==> src/rtl/clock_pkg.sv <==
// rtl/clock_pkg.sv - shared owner encodings, BCD limits and clamp helper
package clock_pkg;

  // Owner encodings double as the scheduler FSM state codes
  localparam logic [1:0] OWN_SEC   = 2'd0;
  localparam logic [1:0] OWN_SET   = 2'd1;
  localparam logic [1:0] OWN_ALARM = 2'd2;

  localparam logic [3:0] BCD_MAX = 4'd9;

  // Sweep direction of the alarm animation
  localparam logic DIR_UP   = 1'b0;
  localparam logic DIR_DOWN = 1'b1;

  // Saturate an out-of-range BCD digit to the top of the bar
  function automatic logic [3:0] clamp_bcd(input logic [3:0] v);
    return (v > BCD_MAX) ? BCD_MAX : v;
  endfunction

endpackage

==> src/rtl/blink_gen.sv <==
// rtl/blink_gen.sv - tick-driven blink phase toggle with synchronous clear
module blink_gen #(
  parameter int BLINK_DIV = 2
) (
  input  logic clk,
  input  logic rst_n,
  input  logic clr_i,
  input  logic tick_i,
  output logic blink
);

  localparam int CW = (BLINK_DIV > 1) ? $clog2(BLINK_DIV) : 1;
  localparam logic [CW-1:0] LAST = CW'(BLINK_DIV - 1);

  logic [CW-1:0] cnt_q, cnt_d;
  logic          blink_q, blink_d;

  // blink is the look-ahead phase so the parent can register it alongside
  // its other outputs without an extra cycle of lag
  assign blink = blink_d;

  // Count ticks; every BLINK_DIV-th tick flips the phase, clear wins over tick
  always_comb begin
    cnt_d   = cnt_q;
    blink_d = blink_q;
    if (clr_i) begin
      cnt_d   = '0;
      blink_d = 1'b0;
    end else if (tick_i) begin
      if (cnt_q == LAST) begin
        cnt_d   = '0;
        blink_d = ~blink_q;
      end else begin
        cnt_d = cnt_q + 1'b1;
      end
    end
  end

  // Phase and divider registers
  always_ff @(posedge clk or negedge rst_n) begin
    if (!rst_n) begin
      cnt_q   <= '0;
      blink_q <= 1'b0;
    end else begin
      cnt_q   <= cnt_d;
      blink_q <= blink_d;
    end
  end

endmodule

==> src/rtl/led_bar_scheduler.sv <==
// rtl/led_bar_scheduler.sv - arbitrates the LED bar between seconds, set-mode and alarm sweep
module led_bar_scheduler
  import clock_pkg::*;
#(
  parameter int HOLD_TICKS = 3,
  parameter int BLINK_DIV  = 2
) (
  input  logic       clk,
  input  logic       rst_n,
  input  logic       tick,
  input  logic [3:0] sec_ones,
  input  logic       set_req,
  input  logic [3:0] set_val,
  input  logic       alarm_req,
  output logic [3:0] bar_bcd,
  output logic       bar_en,
  output logic [1:0] owner,
  output logic       alarm_ack
);

  localparam int HW = (HOLD_TICKS > 0) ? $clog2(HOLD_TICKS + 1) : 1;
  localparam logic [HW-1:0] HOLD_LOAD = HW'(HOLD_TICKS);

  logic [1:0]    state_q, state_d;
  logic [3:0]    cnt_q, cnt_d;
  logic          dir_q, dir_d;
  logic [HW-1:0] hold_q, hold_d;
  logic          set_req_q;
  logic [3:0]    bar_bcd_q, bar_bcd_d;
  logic          bar_en_q, bar_en_d;
  logic          ack_q, ack_d;
  logic          blink_clr;
  logic          blink;

  // Blink phase only runs while SET is held; any entry restarts it at "lit"
  assign blink_clr = (state_d != OWN_SET) || (state_q != OWN_SET);

  blink_gen #(
    .BLINK_DIV(BLINK_DIV)
  ) u_blink (
    .clk   (clk),
    .rst_n (rst_n),
    .clr_i (blink_clr),
    .tick_i(tick),
    .blink (blink)
  );

  // Ownership FSM: sweep, hold and exit handling, then alarm preemption
  always_comb begin
    state_d = state_q;
    cnt_d   = cnt_q;
    dir_d   = dir_q;
    hold_d  = hold_q;
    ack_d   = 1'b0;
    case (state_q)
      OWN_ALARM: begin
        if (tick) begin
          if (dir_q == DIR_UP) begin
            if (cnt_q >= BCD_MAX) begin
              dir_d = DIR_DOWN;
              cnt_d = BCD_MAX - 4'd1;
            end else begin
              cnt_d = cnt_q + 4'd1;
            end
          end else if (cnt_q != 4'd0) begin
            cnt_d = cnt_q - 4'd1;
          end else if (alarm_req) begin
            dir_d = DIR_UP;
            cnt_d = 4'd1;
          end else begin
            // Sweep finished at the bottom with no alarm pending
            ack_d   = 1'b1;
            state_d = set_req ? OWN_SET : OWN_SEC;
          end
        end
      end
      OWN_SET: begin
        if (set_req) begin
          hold_d = '0;
        end else if (set_req_q) begin
          // Falling edge arms the hold; takes precedence over exit checks
          hold_d = HOLD_LOAD;
        end else if (hold_q != '0) begin
          if (tick) hold_d = hold_q - 1'b1;
        end else begin
          state_d = OWN_SEC;
        end
      end
      default: begin
        state_d = set_req ? OWN_SET : OWN_SEC;
      end
    endcase
    if (alarm_req && (state_q != OWN_ALARM)) begin
      state_d = OWN_ALARM;
    end
    // Any state change starts the new owner's counters from scratch
    if (state_d != state_q) begin
      cnt_d  = 4'd0;
      dir_d  = DIR_UP;
      hold_d = '0;
    end
  end

  // Next bar level and enable for whichever owner holds the bar next cycle
  always_comb begin
    bar_bcd_d = clamp_bcd(sec_ones);
    bar_en_d  = 1'b1;
    case (state_d)
      OWN_ALARM: bar_bcd_d = cnt_d;
      OWN_SET: begin
        bar_bcd_d = clamp_bcd(set_val);
        bar_en_d  = ~blink;
      end
      default: ;
    endcase
  end

  // State, counters and registered outputs
  always_ff @(posedge clk or negedge rst_n) begin
    if (!rst_n) begin
      state_q   <= OWN_SEC;
      cnt_q     <= 4'd0;
      dir_q     <= DIR_UP;
      hold_q    <= '0;
      set_req_q <= 1'b0;
      bar_bcd_q <= 4'd0;
      bar_en_q  <= 1'b0;
      ack_q     <= 1'b0;
    end else begin
      state_q   <= state_d;
      cnt_q     <= cnt_d;
      dir_q     <= dir_d;
      hold_q    <= hold_d;
      set_req_q <= set_req;
      bar_bcd_q <= bar_bcd_d;
      bar_en_q  <= bar_en_d;
      ack_q     <= ack_d;
    end
  end

  assign bar_bcd   = bar_bcd_q;
  assign bar_en    = bar_en_q;
  assign owner     = state_q;
  assign alarm_ack = ack_q;

endmodule

==> config.mk <==
export PLATFORM = sky130hd
export DESIGN_NAME = led_bar_scheduler
export DESIGN_NICKNAME = d
export VERILOG_FILES = /design/src/rtl/clock_pkg.sv /design/src/rtl/blink_gen.sv /design/src/rtl/led_bar_scheduler.sv
export SDC_FILE = /design/constraint.sdc
export NUM_CORES = 1
export LEC_CHECK = 0
export ABC_AREA = 1
export CAP_MARGIN = 20
export CORE_ASPECT_RATIO = 1.2
export CORE_MARGIN = 4
export CORE_UTILIZATION = 43
export DETAILED_ROUTE_END_ITERATION = 16
export GPL_ROUTABILITY_DRIVEN = 0
export HOLD_SLACK_MARGIN = 0.06
export PLACE_DENSITY_LB_ADDON = 0.3
export SKIP_CTS_REPAIR_TIMING = 1
export SYNTH_ARGS = -nofsm -noshare
export SYNTH_HDL_FRONTEND = slang
export SYNTH_SLANG_ARGS = --single-unit
==> constraint.sdc <==
create_clock -name clk -period 2.7 [get_ports clk]
set_clock_uncertainty 0.1 [all_clocks]
set_input_delay 0.81 -clock clk [delete_from_list [all_inputs] [get_ports clk]]
set_output_delay 0.81 -clock clk [all_outputs]
set_load 0.05 [all_outputs]
==> results.md <==
* Placed cell count at 219
* DP HPWL at 2130 um
* CP peak stage delay at 850 ps
* # setup viols final at 0
* Fin crit share at 94.0%
* Routed via count at 1,099
* CP max FO at 5
* Crit. End Element: output port
* Top-area cell type share of the netlist area at 37.5%
* Row cnt at 20
* WP buf/inv at 1
* Crit start category: register
* VDD IR max at 612 uV
* Wirelength, routed at 2530 um
* Seq/Total Area, Yosys at 37.5%
* Cell variety after synth at 26
* Critical path class: register to output port
* H-Tree Depth at 1
* Worst-path clk slew at 110 ps
* Worst hold start: u_blink.blink_q
* Maxcap violations at 0
* Hold Crit Class: register to register
* Data required time of the worst path at 1790 ps
* Io pins at 21
* Largest net degree at the start of global routing at 19
* Highest-delay cell along the critical path: clkdlybuf4s50_1
* Fin. max-slew vios at 0
* Final #Nets at 213
* Syn Std Cell Area at 0.00120 mm2
* Starting DRT DRC Count at 37
* YS warnings at 0
* Hold Fails Final Rpt at 0
* Drt first pass iters at 5
* Initial antenna violation count at 0
* Minimum clock period at 2540 ps
* Die area at 0.00371 mm2
* Post-synth EDFFs at 0
* Global-route wire length before repair at 4460 um
* Most frequent cell after synthesis: nand2_1
* Buffers on Ports at 20
* Leading area contributor after synthesis: dfrtp_1
* Clock buffer depth at 2
* Grt total ovfl at 0
* Synth Flop Type: dfrtp_1
* Syn nets at 180
* TritonCTS clock tree: yes
* P&R area growth vs syn at 28.1%
* Number of cells on the critical path at 1
* Post-synth ARST share at 100%
* Commonest cells in the netlist: nand2_1, inv_1, dfrtp_1
* Final core occ at 59.1%
* #FFs+latches synth at 18
* Fmax at 394 MHz
* Total power per unit cell area at 856 mW/mm2
* Slew @ Worst Pin at 509 ps
* Chip height at 65.9 um
* Worst-Skew Late Latency at 300 ps
* Slew margin rel. at 65.9%
* Antenna diodes at 0
* GRT Total Usage at 15.3%
* Routed vias/inst at 4.93
* CP top delay family: buffers and inverters
* Syn Inst Count at 158
* CTS sink count at 18
* RSZ-0062 raised after global routing: false
* Per-cell routed wire length at 11.4 um
* Synthesized area per cell at 7.60 um2
* CP startpoint: owner[0]
* Non-Filler Instances at 223
* ANT nets after route at 0
* Status: finished clean
* R2r worst-path depth at 14
* Worst R2R Start: owner[0]
* DRC Markers at 0
* Top cells by area, synth: dfrtp_1, nand2_1, ha_1
* Die W at 56.2 um
* Number of buffers created by CTS at 3
* Vias in the first global route at 1,129
* Layout cells sized above 1 at 14.2%
* Root buffer cell: clkbuf_4
* Core Area at 0.00260 mm2
* Layout fillers at 235
* Critical Path AT at 1630 ps
* Leak pwr at 0.739 nW
* Worst path cell trace: clkdlybuf4s50_1
* Initial core utilization at 46.2%
* Hold depth at 3
where the power goes:
part	switching, mW	internal, mW
clock network	0.0811	0.0822
registers	0.0371	0.325
logic	0.512	0.279
logic make-up after synthesis:
logic type	count (synthesis)	synth area share, %
compound gates	24	11.5
xor+xnor	1	0.729
flops	18	37.5
simple gates	81	33.1
buf+inv	25	7.81
fa+ha+maj	9	9.38
path summary, 6_finish.rpt:
kind	endpoint	slack, ps
worst max-delay path	owner[0]	160
worst min-delay path	u_blink.blink_q	440
worst max register to register	bar_bcd[1]	450
worst min register to register	u_blink.blink_q	440
max in group asynchronous	cnt_q[3]	1570
min in group asynchronous	bar_en	720
metrics by stage:
step	hold slack, ps	power [mW]	setup WS, ps	setup TNS (ps)	area, um2
2_1_floorplan	391	0.935	355	0	1200
5_1_grt	502	1.44	62.4	0	1540
3_3_place_gp	402	1.14	-73.6	-229	1500
3_5_place_dp	431	1.16	-90.7	-365	1500
4_1_cts	450	1.33	150	0	1540
6_report	441	1.32	162	0	1540
metal layers:
layer | vias up | routed length [um] | GRT usage, %
met2 | 26 | 1330 | 29.4
li1 | 572 | - | -
met5 | - | 0 | 0
met4 | 0 | 45 | 6.23
met1 | 495 | 991 | 15.9
met3 | 6 | 163 | 3.32
cell usage in the layout, fill, tap and decap left out, types with 2 or more instances in the layout:
master,instances
nand2_2,4
nor2_2,2
nand3_1,7
a21oi_1,7
o21ai_0,9
nor2_4,2
clkbuf_4,3
buf_4,8
inv_1,23
clkdlybuf4s50_1,20
nor2_1,15
o21ai_1,2
nand2_4,2
nand2_1,36
ha_1,9
nor3_1,8
and2_1,2
inv_2,2
dfrtp_1,18
state kept, by name (all words and copies together), names as in the netlist:
register and flops:
alarm_ack 1, owner 2, bar_bcd 4, dir_q 1, set_req_q 1, u_blink.cnt_q 1
cnt_q 4, hold_q 2, u_blink.blink_q 1, bar_en 1
area by class of cell:
class | instances | area [um2] | area share [%]
Timing Repair Buffer | 28 | 260 | 16.9
Clock buffer | 4 | 36.3 | 2.36
Inverter | 25 | 93.8 | 6.10
Sequential cell | 18 | 450 | 29.3
Tap cell | 33 | 41.3 | 2.68
Multi-Input combinational cell | 115 | 657 | 42.7
No activity file was read; power rests on OpenSTA's default activity.
